$ cat config.mk
export PLATFORM = sky130hd
export DESIGN_NAME = lap_recorder_flat
export DESIGN_NICKNAME = d
export VERILOG_FILES = /design/src/rtl/stopwatch_pkg.sv /design/src/rtl/lap_recorder_if.sv /design/src/rtl/lap_ram.sv /design/src/rtl/lap_recorder.sv /design/src/flat_wrapper.sv
export SDC_FILE = /design/constraint.sdc
export NUM_CORES = 1
export LEC_CHECK = 0
export ABC_AREA = 1
export BUFFER_PORTS_ARGS = -buffer_cell sky130_fd_sc_hd__clkbuf_2
export CAP_MARGIN = 20
export CORE_MARGIN = 2
export CORE_UTILIZATION = 40
export DETAILED_ROUTE_END_ITERATION = 16
export PLACE_DENSITY = 0.65
export SLEW_MARGIN = 5
export SYNTH_ARGS = -nofsm -noshare
export SYNTH_HDL_FRONTEND = slang
export SYNTH_SLANG_ARGS = --single-unit
$ cat constraint.sdc
create_clock -name clock -period 2.2 [get_ports clock]
set_input_delay 0.11 -clock clock [delete_from_list [all_inputs] [get_ports clock]]
set_output_delay 0.11 -clock clock [all_outputs]
set_load 0.1 [all_outputs]
$ cat src/rtl/stopwatch_pkg.sv
// Shared stopwatch definitions: control FSM state bit positions, LCD command
// codes and default widths used by the lap recorder and its neighbours.
package stopwatch_pkg;

    localparam int NUM_STATES = 11;

    localparam int ST_IDLE      = 0;
    localparam int ST_PRE_START = 1;
    localparam int ST_RUN       = 2;
    localparam int ST_PRE_PAUSE = 3;
    localparam int ST_PAUSE     = 4;
    localparam int ST_RETRIEVE  = 5;
    localparam int ST_SAVE      = 6;
    localparam int ST_PRE_RESET = 7;
    localparam int ST_RESET     = 8;
    localparam int ST_PRE_CLEAR = 9;
    localparam int ST_CLEAR     = 10;

    typedef enum logic [1:0] {
        LCD_NOP    = 2'b00,
        WRITE_LAP  = 2'b01,
        CLEAR_LAPS = 2'b10
    } lcd_cmd_e;

    localparam int DEF_LAPS       = 8;
    localparam int DEF_TW         = 24;
    localparam int DEF_RST_CYCLES = 4;

endpackage

$ cat src/rtl/lap_recorder_if.sv
// Request/acknowledge write channel from the lap recorder to the LCD driver.
interface lap_recorder_if #(
    parameter int AW = 3,
    parameter int TW = 24
);
    logic          lcd_req;
    logic          lcd_ack;
    logic [1:0]    lcd_cmd;
    logic [AW-1:0] lcd_addr;
    logic [TW-1:0] lcd_data;

    modport master (output lcd_req, lcd_cmd, lcd_addr, lcd_data, input lcd_ack);
    modport slave  (input lcd_req, lcd_cmd, lcd_addr, lcd_data, output lcd_ack);
endinterface

$ cat src/rtl/lap_ram.sv
// LAPS x TW lap register file: one synchronous write port, one async read port.
module lap_ram #(
    parameter  int LAPS = 8,
    parameter  int TW   = 24,
    localparam int AW   = $clog2(LAPS)
) (
    input  logic          i_clk,
    input  logic          i_rst_n,
    input  logic          i_we,
    input  logic [AW-1:0] i_waddr,
    input  logic [TW-1:0] i_wdata,
    input  logic [AW-1:0] i_raddr,
    output logic [TW-1:0] o_rdata
);

    logic [TW-1:0] r_mem [LAPS];

    always_ff @(posedge i_clk or negedge i_rst_n) begin
        if (!i_rst_n) begin
            for (int i = 0; i < LAPS; i++) r_mem[i] <= '0;
        end else if (i_we) begin
            r_mem[i_waddr] <= i_wdata;
        end
    end

    assign o_rdata = r_mem[i_raddr];

endmodule

$ cat src/rtl/lap_recorder.sv
// Busy-handshake responder for the stopwatch FSM: records laps on SAVE entry,
// wipes them on CLEAR entry, pulses the timer clear on RESET entry.
module lap_recorder
    import stopwatch_pkg::*;
#(
    parameter  int LAPS       = DEF_LAPS,
    parameter  int TW         = DEF_TW,
    parameter  int RST_CYCLES = DEF_RST_CYCLES,
    localparam int AW         = $clog2(LAPS)
) (
    input  logic                  clock,
    input  logic                  reset_n,
    input  logic [NUM_STATES-1:0] state,
    input  logic [TW-1:0]         time_now,
    output logic                  lcd_busy,
    output logic                  reg_busy,
    output logic                  time_clr,
    output logic [AW:0]           lap_count,
    output logic                  overrun,
    lap_recorder_if.master        lcd
);

    localparam logic [2:0] J_IDLE     = 3'd0;
    localparam logic [2:0] J_SAVE_REQ = 3'd1;
    localparam logic [2:0] J_WIPE     = 3'd2;
    localparam logic [2:0] J_CLR_REQ  = 3'd3;
    localparam logic [2:0] J_RST      = 3'd4;

    localparam logic [AW:0]   CNT_MAX   = (AW+1)'(LAPS);
    localparam logic [AW-1:0] LAST_SLOT = AW'(LAPS-1);
    localparam logic [3:0]    RST_LOAD  = 4'(RST_CYCLES-1);

    logic [2:0]    r_job;
    logic          r_prev_save, r_prev_clr, r_prev_rst;
    logic [AW-1:0] r_wr_ptr, r_addr, r_wipe;
    logic [AW:0]   r_cnt;
    logic [3:0]    r_rst_cnt;
    logic          r_overrun;

    logic          w_ent_save, w_ent_clr, w_ent_rst, w_any_ent, w_idle;
    logic          w_go_save, w_go_clr, w_go_rst;
    logic          w_we;
    logic [AW-1:0] w_waddr;
    logic [TW-1:0] w_wdata, w_rdata;
    logic          w_unused_state;

    assign w_ent_save = state[ST_SAVE]  & ~r_prev_save;
    assign w_ent_clr  = state[ST_CLEAR] & ~r_prev_clr;
    assign w_ent_rst  = state[ST_RESET] & ~r_prev_rst;
    assign w_any_ent  = w_ent_save | w_ent_clr | w_ent_rst;
    assign w_idle     = (r_job == J_IDLE);

    // An entry that lands while a job is running is dropped, so it must not raise busy either.
    assign w_go_save = w_ent_save & w_idle;
    assign w_go_clr  = w_ent_clr  & w_idle;
    assign w_go_rst  = w_ent_rst  & w_idle;

    assign w_unused_state = ^{state[5:0], state[7], state[9]};

    assign lcd_busy = reset_n & (w_go_save | w_go_clr | (r_job == J_SAVE_REQ) |
                                 (r_job == J_WIPE) | (r_job == J_CLR_REQ));
    assign reg_busy = reset_n & (w_go_rst | (r_job == J_RST));
    assign time_clr = (r_job == J_RST);

    assign lap_count = r_cnt;
    assign overrun   = r_overrun;

    always_comb begin
        lcd.lcd_req  = 1'b0;
        lcd.lcd_cmd  = LCD_NOP;
        lcd.lcd_addr = '0;
        lcd.lcd_data = '0;
        if (r_job == J_SAVE_REQ) begin
            lcd.lcd_req  = 1'b1;
            lcd.lcd_cmd  = WRITE_LAP;
            lcd.lcd_addr = r_addr;
            lcd.lcd_data = w_rdata;
        end else if (r_job == J_CLR_REQ) begin
            lcd.lcd_req  = 1'b1;
            lcd.lcd_cmd  = CLEAR_LAPS;
        end
    end

    // Save and wipe never overlap, so one write port serves both.
    assign w_we    = w_go_save | (r_job == J_WIPE);
    assign w_waddr = (r_job == J_WIPE) ? r_wipe : r_wr_ptr;
    assign w_wdata = (r_job == J_WIPE) ? '0 : time_now;

    lap_ram #(.LAPS(LAPS), .TW(TW)) u_ram (
        .i_clk   (clock),
        .i_rst_n (reset_n),
        .i_we    (w_we),
        .i_waddr (w_waddr),
        .i_wdata (w_wdata),
        .i_raddr (r_addr),
        .o_rdata (w_rdata)
    );

    always_ff @(posedge clock or negedge reset_n) begin
        if (!reset_n) begin
            r_job       <= J_IDLE;
            r_prev_save <= 1'b0;
            r_prev_clr  <= 1'b0;
            r_prev_rst  <= 1'b0;
            r_wr_ptr    <= '0;
            r_addr      <= '0;
            r_wipe      <= '0;
            r_cnt       <= '0;
            r_rst_cnt   <= '0;
            r_overrun   <= 1'b0;
        end else begin
            r_prev_save <= state[ST_SAVE];
            r_prev_clr  <= state[ST_CLEAR];
            r_prev_rst  <= state[ST_RESET];
            if (w_any_ent && !w_idle) r_overrun <= 1'b1;

            case (r_job)
                J_IDLE: begin
                    if (w_go_save) begin
                        r_addr   <= r_wr_ptr;
                        r_wr_ptr <= r_wr_ptr + AW'(1);
                        if (r_cnt != CNT_MAX) r_cnt <= r_cnt + (AW+1)'(1);
                        r_job    <= J_SAVE_REQ;
                    end else if (w_go_clr) begin
                        r_wipe <= '0;
                        r_job  <= J_WIPE;
                    end else if (w_go_rst) begin
                        r_wr_ptr  <= '0;
                        r_cnt     <= '0;
                        r_rst_cnt <= RST_LOAD;
                        r_job     <= J_RST;
                    end
                end
                J_SAVE_REQ: if (lcd.lcd_ack) r_job <= J_IDLE;
                J_WIPE: begin
                    if (r_wipe == LAST_SLOT) begin
                        r_wr_ptr <= '0;
                        r_cnt    <= '0;
                        r_job    <= J_CLR_REQ;
                    end else begin
                        r_wipe <= r_wipe + AW'(1);
                    end
                end
                J_CLR_REQ: if (lcd.lcd_ack) r_job <= J_IDLE;
                J_RST: begin
                    if (r_rst_cnt == 4'd0) r_job <= J_IDLE;
                    else                   r_rst_cnt <= r_rst_cnt - 4'd1;
                end
                default: r_job <= J_IDLE;
            endcase
        end
    end

endmodule

$ cat src/flat_wrapper.sv
// flat-port wrapper written by rule: the top's interface ports become plain ports
module lap_recorder_flat import stopwatch_pkg::*;
#(
    parameter  int LAPS       = DEF_LAPS,
    parameter  int TW         = DEF_TW,
    parameter  int RST_CYCLES = DEF_RST_CYCLES,
    localparam int AW         = $clog2(LAPS)
)
  (clock, reset_n, state, time_now, lcd_busy, reg_busy, time_clr, lap_count, overrun, lcd_lcd_req, lcd_lcd_cmd, lcd_lcd_addr, lcd_lcd_data, lcd_lcd_ack);
  lap_recorder_if #(.AW(3), .TW(TW)) lcd_i ();
  input  logic clock;
  input  logic reset_n;
  input  logic [NUM_STATES-1:0] state;
  input  logic [TW-1:0] time_now;
  output logic lcd_busy;
  output logic reg_busy;
  output logic time_clr;
  output logic [AW:0] lap_count;
  output logic overrun;
  output wire logic [$bits(lcd_i.lcd_req)-1:0] lcd_lcd_req;
  output wire logic [$bits(lcd_i.lcd_cmd)-1:0] lcd_lcd_cmd;
  output wire logic [$bits(lcd_i.lcd_addr)-1:0] lcd_lcd_addr;
  output wire logic [$bits(lcd_i.lcd_data)-1:0] lcd_lcd_data;
  input wire logic [$bits(lcd_i.lcd_ack)-1:0] lcd_lcd_ack;
  assign lcd_lcd_req = lcd_i.lcd_req;
  assign lcd_lcd_cmd = lcd_i.lcd_cmd;
  assign lcd_lcd_addr = lcd_i.lcd_addr;
  assign lcd_lcd_data = lcd_i.lcd_data;
  assign lcd_i.lcd_ack = lcd_lcd_ack;
  lap_recorder #(.LAPS(LAPS), .TW(TW), .RST_CYCLES(RST_CYCLES)) u_core (.clock(clock), .reset_n(reset_n), .state(state), .time_now(time_now), .lcd_busy(lcd_busy), .reg_busy(reg_busy), .time_clr(time_clr), .lap_count(lap_count), .overrun(overrun), .lcd(lcd_i));
endmodule
==> impl_metrics.tcl, run 1 <==
set metrics [dict create \
    required_ps 2090 \
    outcome "finished, violations left" \
    async_flop_share_pct 100 \
    finalSetupViolCount 0 \
    start_util_pct 40.6 \
    slowest_stage "dfrtp_2" \
    final_common_cell "nand2_1" \
    cts_inserted_buffers 24 \
    rows 60 \
    clock_path_buffers 3 \
    postRouteAntennaNets 0 \
    synthToLayoutAreaGrowth_pct 22.9 \
    cts_tree "built" \
    cap_violations 0 \
    ys_seq_area_share_pct 49.5 \
    crit_top_cell "buf_12" \
    clk_pin_slew_ps 60 \
    endpoint_kind "output port" \
    violations "negative hold slack" \
    ctsRootBufferMaster "clkbuf_16" \
    synth-seq-cells 216 \
    grt_util_all_layers_pct 24.4 \
    path_class "reg2out" \
    maxSlewViolCount 0 \
    setup.worst_path.start_class "register" \
    yosysTopAreaCellShare_pct 49.5 \
    nFillCells 2553 \
    avgSynthCellArea_um2 7.62 \
    period_minus_slack_ps 2180 \
    vias_per_cell 5.66 \
    whs_ps -7.50 \
    total_power_mw 18.8 \
    dpl.hpwl_mm 20.8 \
    synth_top_flop_cell "dfrtp_1" \
    netlist_area_um2 10900 \
    final.setup.tns_ps 0 \
    finalClockSkew_ps 11.1 \
    dr.first_iter.drc_count 1196 \
    gr-total-overflow 0 \
    wl_mm 34.8 \
    synthTopCellsByArea "dfrtp_1, nand2_1, nand3_1, nand4_1, o21ai_0" \
    grt_max_degree 69 \
    hold_class "in2reg" \
    cts_sinks 216 \
    vdd_drop_max_mv 0.732 \
    io_buffers 67 \
    p_per_area_nw_per_um2 1400 \
    grt_pass1_wl_mm 55.5 \
    synth_edf_count 0 \
    grt_setup_unrepaired "yes" \
    pin_count 76 \
    wl_per_cell_um 18.8 \
    grt_pass1_vias 10100 \
    crit_chain "inv_8 > buf_12 > nor2_2 > o22ai_1 > nand3_1 > nand2_2 > buf_12" \
    synth_cell_types 28 \
    drcViolationCount 0 \
    cp_max_fo 21 \
    antenna_found_initial 0 \
    netlist_instances 1432 \
    drive_above_1_share_pct 15.7 \
    synth.net_count 1476 \
    h-tree-depth 1 \
    n_antenna_cell 0 \
    clk_latency_ps 520 \
    first_pass_iters 7 \
    slew_headroom_pct 51.8 \
    core-area_um2 26900 \
    nNetsFinal 1541 \
    die-area_um2 28600 \
    yosysTopAreaCell "dfrtp_1" \
    arrival_ps 2070 \
    tightest_slew_ps 720 \
    leakagePower_nw 6.96 \
    yosysWarnings 0 \
    globalplace.congestion 0.819 \
    fmax_mhz 458 \
    layout_common_cells "nand2_1, dfrtp_1, nand3_1" \
    fp.dieW_um 169 \
    period_share_pct 99.2 \
    slowest_delay_ps 500 \
    num_vias 10500 \
    die_h_um 169 \
    hold_viol 7 \
]
## cell families after synthesis
| kind of cell | synth area share, % |
|---|---|
| and+or+nand+nor | 34.9 |
| buffers and inverters | 6.56 |
| AOI/OAI and AO/OA | 7.99 |
| xor gates and xnor gates | 0.321 |
| DFF | 49.5 |
| adders and majority gates | 0.688 |
## report_power, final
group	leakage (nW)	internal, mW	total [mW]	switching (mW)
sequential	2.86	5.28	6.04	0.762
clock	0.380	2.36	3.95	1.59
combinational	3.72	2.82	8.81	5.99
## state kept, by name (all words and copies together) (netlist names)
signal / count
u_core.lap_count: 4
u_core.overrun: 1
u_core.r_addr: 3
u_core.r_job: 3
u_core.r_prev_clr: 1
u_core.r_prev_rst: 1
u_core.r_prev_save: 1
u_core.r_rst_cnt: 4
u_core.r_wipe: 3
u_core.r_wr_ptr: 3
u_core.u_ram.r_mem: 192
## final cells by class
class	count	area, µm²	share of cell area (%)
Clock buffer	32	672	5.01
Clock inverter	8	90.1	0.672
Inverter	53	210	1.57
Multi-Input combinational cell	1057	4960	37.0
Sequential cell	216	5410	40.3
Tap cell	341	427	3.18
Timing Repair Buffer	145	1640	12.3
## worst paths after layout
kind	startpoint	end	slack (ps)	cells past startpoint
max in group asynchronous	reset_n	u_core.u_ram.r_mem[111]	1180	3
max	u_core.r_addr[0]	lcd_lcd_data[5]	20	7
min in group asynchronous	reset_n	u_core.u_ram.r_mem[100]	120	2
min reg2reg	u_core.u_ram.r_mem[47]	u_core.u_ram.r_mem[47]	470	2
max reg2reg	u_core.r_job[2]	u_core.u_ram.r_mem[116]	170	8
min	time_now[11]	u_core.u_ram.r_mem[83]	-8	5
## synthesized netlist by cell type, types with 2 or more instances
cell type,count
buf_1,3
buf_2,34
buf_4,20
clkbuf_1,49
dfrtp_1,216
ha_1,6
inv_1,49
inv_2,3
nand2_1,496
nand2_2,3
nand3_1,133
nand3_2,2
nand4_1,101
nor2_1,141
nor2_2,2
nor2_4,3
o21ai_0,110
o22ai_1,48
xnor2_1,4
## critical path: cells and delay by family (launching register included)
kind                   cells  cell delay (ps)
flip-flops                 1              500
buffers and inverters      3              520
AO/OA/AOI/OAI              1              210
AND/OR/NAND/NOR            3              310
## layer usage
metal	global-route usage (%)	up-vias	routed length, µm
li1	-	4870	-
met1	34.2	5021	14800
met2	38.3	502	15900
met3	4.69	82	3020
met4	7.92	0	1070
met5	0	-	0
## timing repair
item                                   CTS  global route
buffers inserted                         5             3
setup endpoints to repair               25            95
pin swaps                                2             7
endpoints found under the hold margin  176             0
hold buffers                             5             0
gates cloned                             1             2
gates resized for setup                 18            45
## per-stage QoR
step                      setup WS, ps  std cells  instance area, µm²  utilization (%)
after detailed placement           196       1797               12300             45.6
after CTS                        0.757       1848               13200             49.1
final                             17.6       1852               13400             49.9
after floorplan                   46.6       1432               11000                -
after global placement             232       1797               12300             45.6
after global routing             -50.2       1852               13400             49.9
Note: power is estimated with default switching activity, not from simulation.
==> run 2, diff against run 1 <==
- CORE_MARGIN: 2 -> 8
==> impl_metrics.tcl, run 2 (synthesis gave the netlist of run 1 again) <==
set metrics [dict create \
    outcome "finished, violations left" \
    cp_max_fo 13 \
    period_minus_slack_ps 2180 \
    maxSlewViolCount 0 \
    num_vias 10600 \
    grt_util_all_layers_pct 21.1 \
    vias_per_cell 5.76 \
    post-place-cells 1788 \
    period_share_pct 99.3 \
    multiInputGateArea_um2 4930 \
    clock_path_buffers 3 \
    nFillCells 2539 \
    nNetsFinal 1537 \
    r2r_start "u_core.r_job[2]" \
    worst_hold_path.num_cells 5 \
    gr-total-overflow 0 \
    cts_inserted_buffers 24 \
    reg2reg_depth 8 \
    setup.worst_path.start_class "register" \
    r2r-end "u_core.u_ram.r_mem[60]" \
    slew_headroom_pct 54.5 \
    final.setup.tns_ps 0 \
    layout_common_cells "nand2_1, dfrtp_1, nand3_1" \
    core-area_um2 26900 \
    die-area_um2 32800 \
    path_class "reg2reg" \
    fin_cells 1849 \
    grt_max_degree 102 \
    register_area_um2 5410 \
    dr.first_iter.drc_count 1357 \
    start_util_pct 40.6 \
    postRouteAntennaNets 0 \
    cts_tree "built" \
    fp.dieW_um 181 \
    hold_viol 9 \
    p_int_mw 10.6 \
    arrival_ps 2630 \
    hold_path_end "u_core.u_ram.r_mem[95]" \
    io_buffers 67 \
    required_ps 2650 \
    leakagePower_nw 6.99 \
    h-tree-depth 1 \
    dpl.hpwl_mm 20.2 \
    first_pass_iters 5 \
    n_antenna_cell 0 \
    die_h_um 181 \
    grt_pass1_wl_mm 56.9 \
    drive_above_1_share_pct 15.3 \
    largest_register_ffs 192 \
    seq_power_share_pct 31.8 \
    violations "negative hold slack" \
    wl_mm 36.4 \
    clk_pin_slew_ps 60 \
    rrSetupSlack_ps 20 \
    final_common_cell "nand2_1" \
    finalClockSkew_ps 17.7 \
    total_power_mw 19.1 \
    pwr-share-comb_pct 47.1 \
    ctsRootBufferMaster "clkbuf_16" \
    vdd_drop_max_mv 0.841 \
    drcViolationCount 0 \
    worstHoldStart "time_now[23]" \
    cap_violations 0 \
    cts_sinks 216 \
    hold_class "in2reg" \
    netSwitchingFraction_pct 44.4 \
    p_per_area_nw_per_um2 1410 \
    final_util_pct 50.3 \
    antenna_found_initial 0 \
    rows 60 \
    fmax_mhz 458 \
    top_register "u_core.u_ram.r_mem" \
    wl_per_cell_um 19.7 \
    whs_ps -9.91 \
    clk_latency_ps 520 \
    synthToLayoutAreaGrowth_pct 23.9 \
    clkPwrFrac_pct 21.1 \
    grt_pass1_vias 10500 \
    globalplace.congestion 0.817 \
    finalSetupViolCount 0 \
    grt_setup_unrepaired "yes" \
    endpoint_kind "register" \
    pin_count 76 \
    tightest_slew_ps 680 \
    p_sw_mw 8.46 \
]
## run 2: power by group through the flow
| stage | logic [mW] | registers (mW) | clock network (mW) |
|---|---|---|---|
| after floorplan | 5.65 | 5.93 | 0 |
| final | 8.98 | 6.05 | 4.02 |
| after CTS | 8.29 | 6.00 | 4.05 |
| after global placement | 8.10 | 6.01 | 0 |
| after global routing | 9.75 | 6.19 | 4.19 |
| after detailed placement | 8.21 | 6.05 | 0 |
## run 2: worst max-delay path by stage
stage,start,to,slack [ps],cells after the start
floorplan,u_core.r_job[2],lcd_lcd_addr[0],50,6
global placement,u_core.r_job[0],u_core.u_ram.r_mem[58],170,7
detailed placement,u_core.r_job[0],u_core.u_ram.r_mem[58],130,7
CTS,u_core.r_addr[1],lcd_lcd_data[0],9,6
global route,u_core.r_job[2],u_core.u_ram.r_mem[108],-130,8
finish,u_core.r_job[2],u_core.u_ram.r_mem[60],20,8
## run 2: worst max-delay path, cell delays in order (launching register included)
cell      delay, ps
dfrtp_1         360
buf_4           130
nor2_4           30
nand2_1         280
clkinv_2        220
buf_4           260
nor2_1          540
nand4_1         170
nand2_1         100
## run 2: area by class of cell
class / instances / share of cell area [%]
multi-input combinational: 1057 / 36.5
inverter: 53 / 1.58
clock inverter: 5 / 0.398
clock buffer: 36 / 5.38
sequential: 216 / 40.0
timing repair buffer: 141 / 13.0
tap: 341 / 3.16
## run 2: what timing repair did
| action | CTS | global route |
|---|---|---|
| hold buffers | 5 | 0 |
| pin swaps | 1 | 14 |
| gates cloned | 0 | 9 |
| gates resized for setup | 19 | 38 |
| buffers inserted | 1 | 6 |
| endpoints found under the hold margin | 220 | 0 |
| endpoints found under the setup margin | 26 | 168 |
## run 2: per-layer routing
layer	up-vias	track usage [%]	routed length, µm
met1	5180	28.4	15700
li1	4872	-	-
met4	0	6.20	766
met3	67	3.51	3070
met2	522	34.6	16800
met5	-	0	0
## run 2: per-stage QoR
stage               cell area, µm²  setup slack [ps]
floorplan                    11000              46.6
global placement             12200               168
detailed placement           12200               131
CTS                          13100              9.13
global route                 13500              -127
finish                       13500              15.3
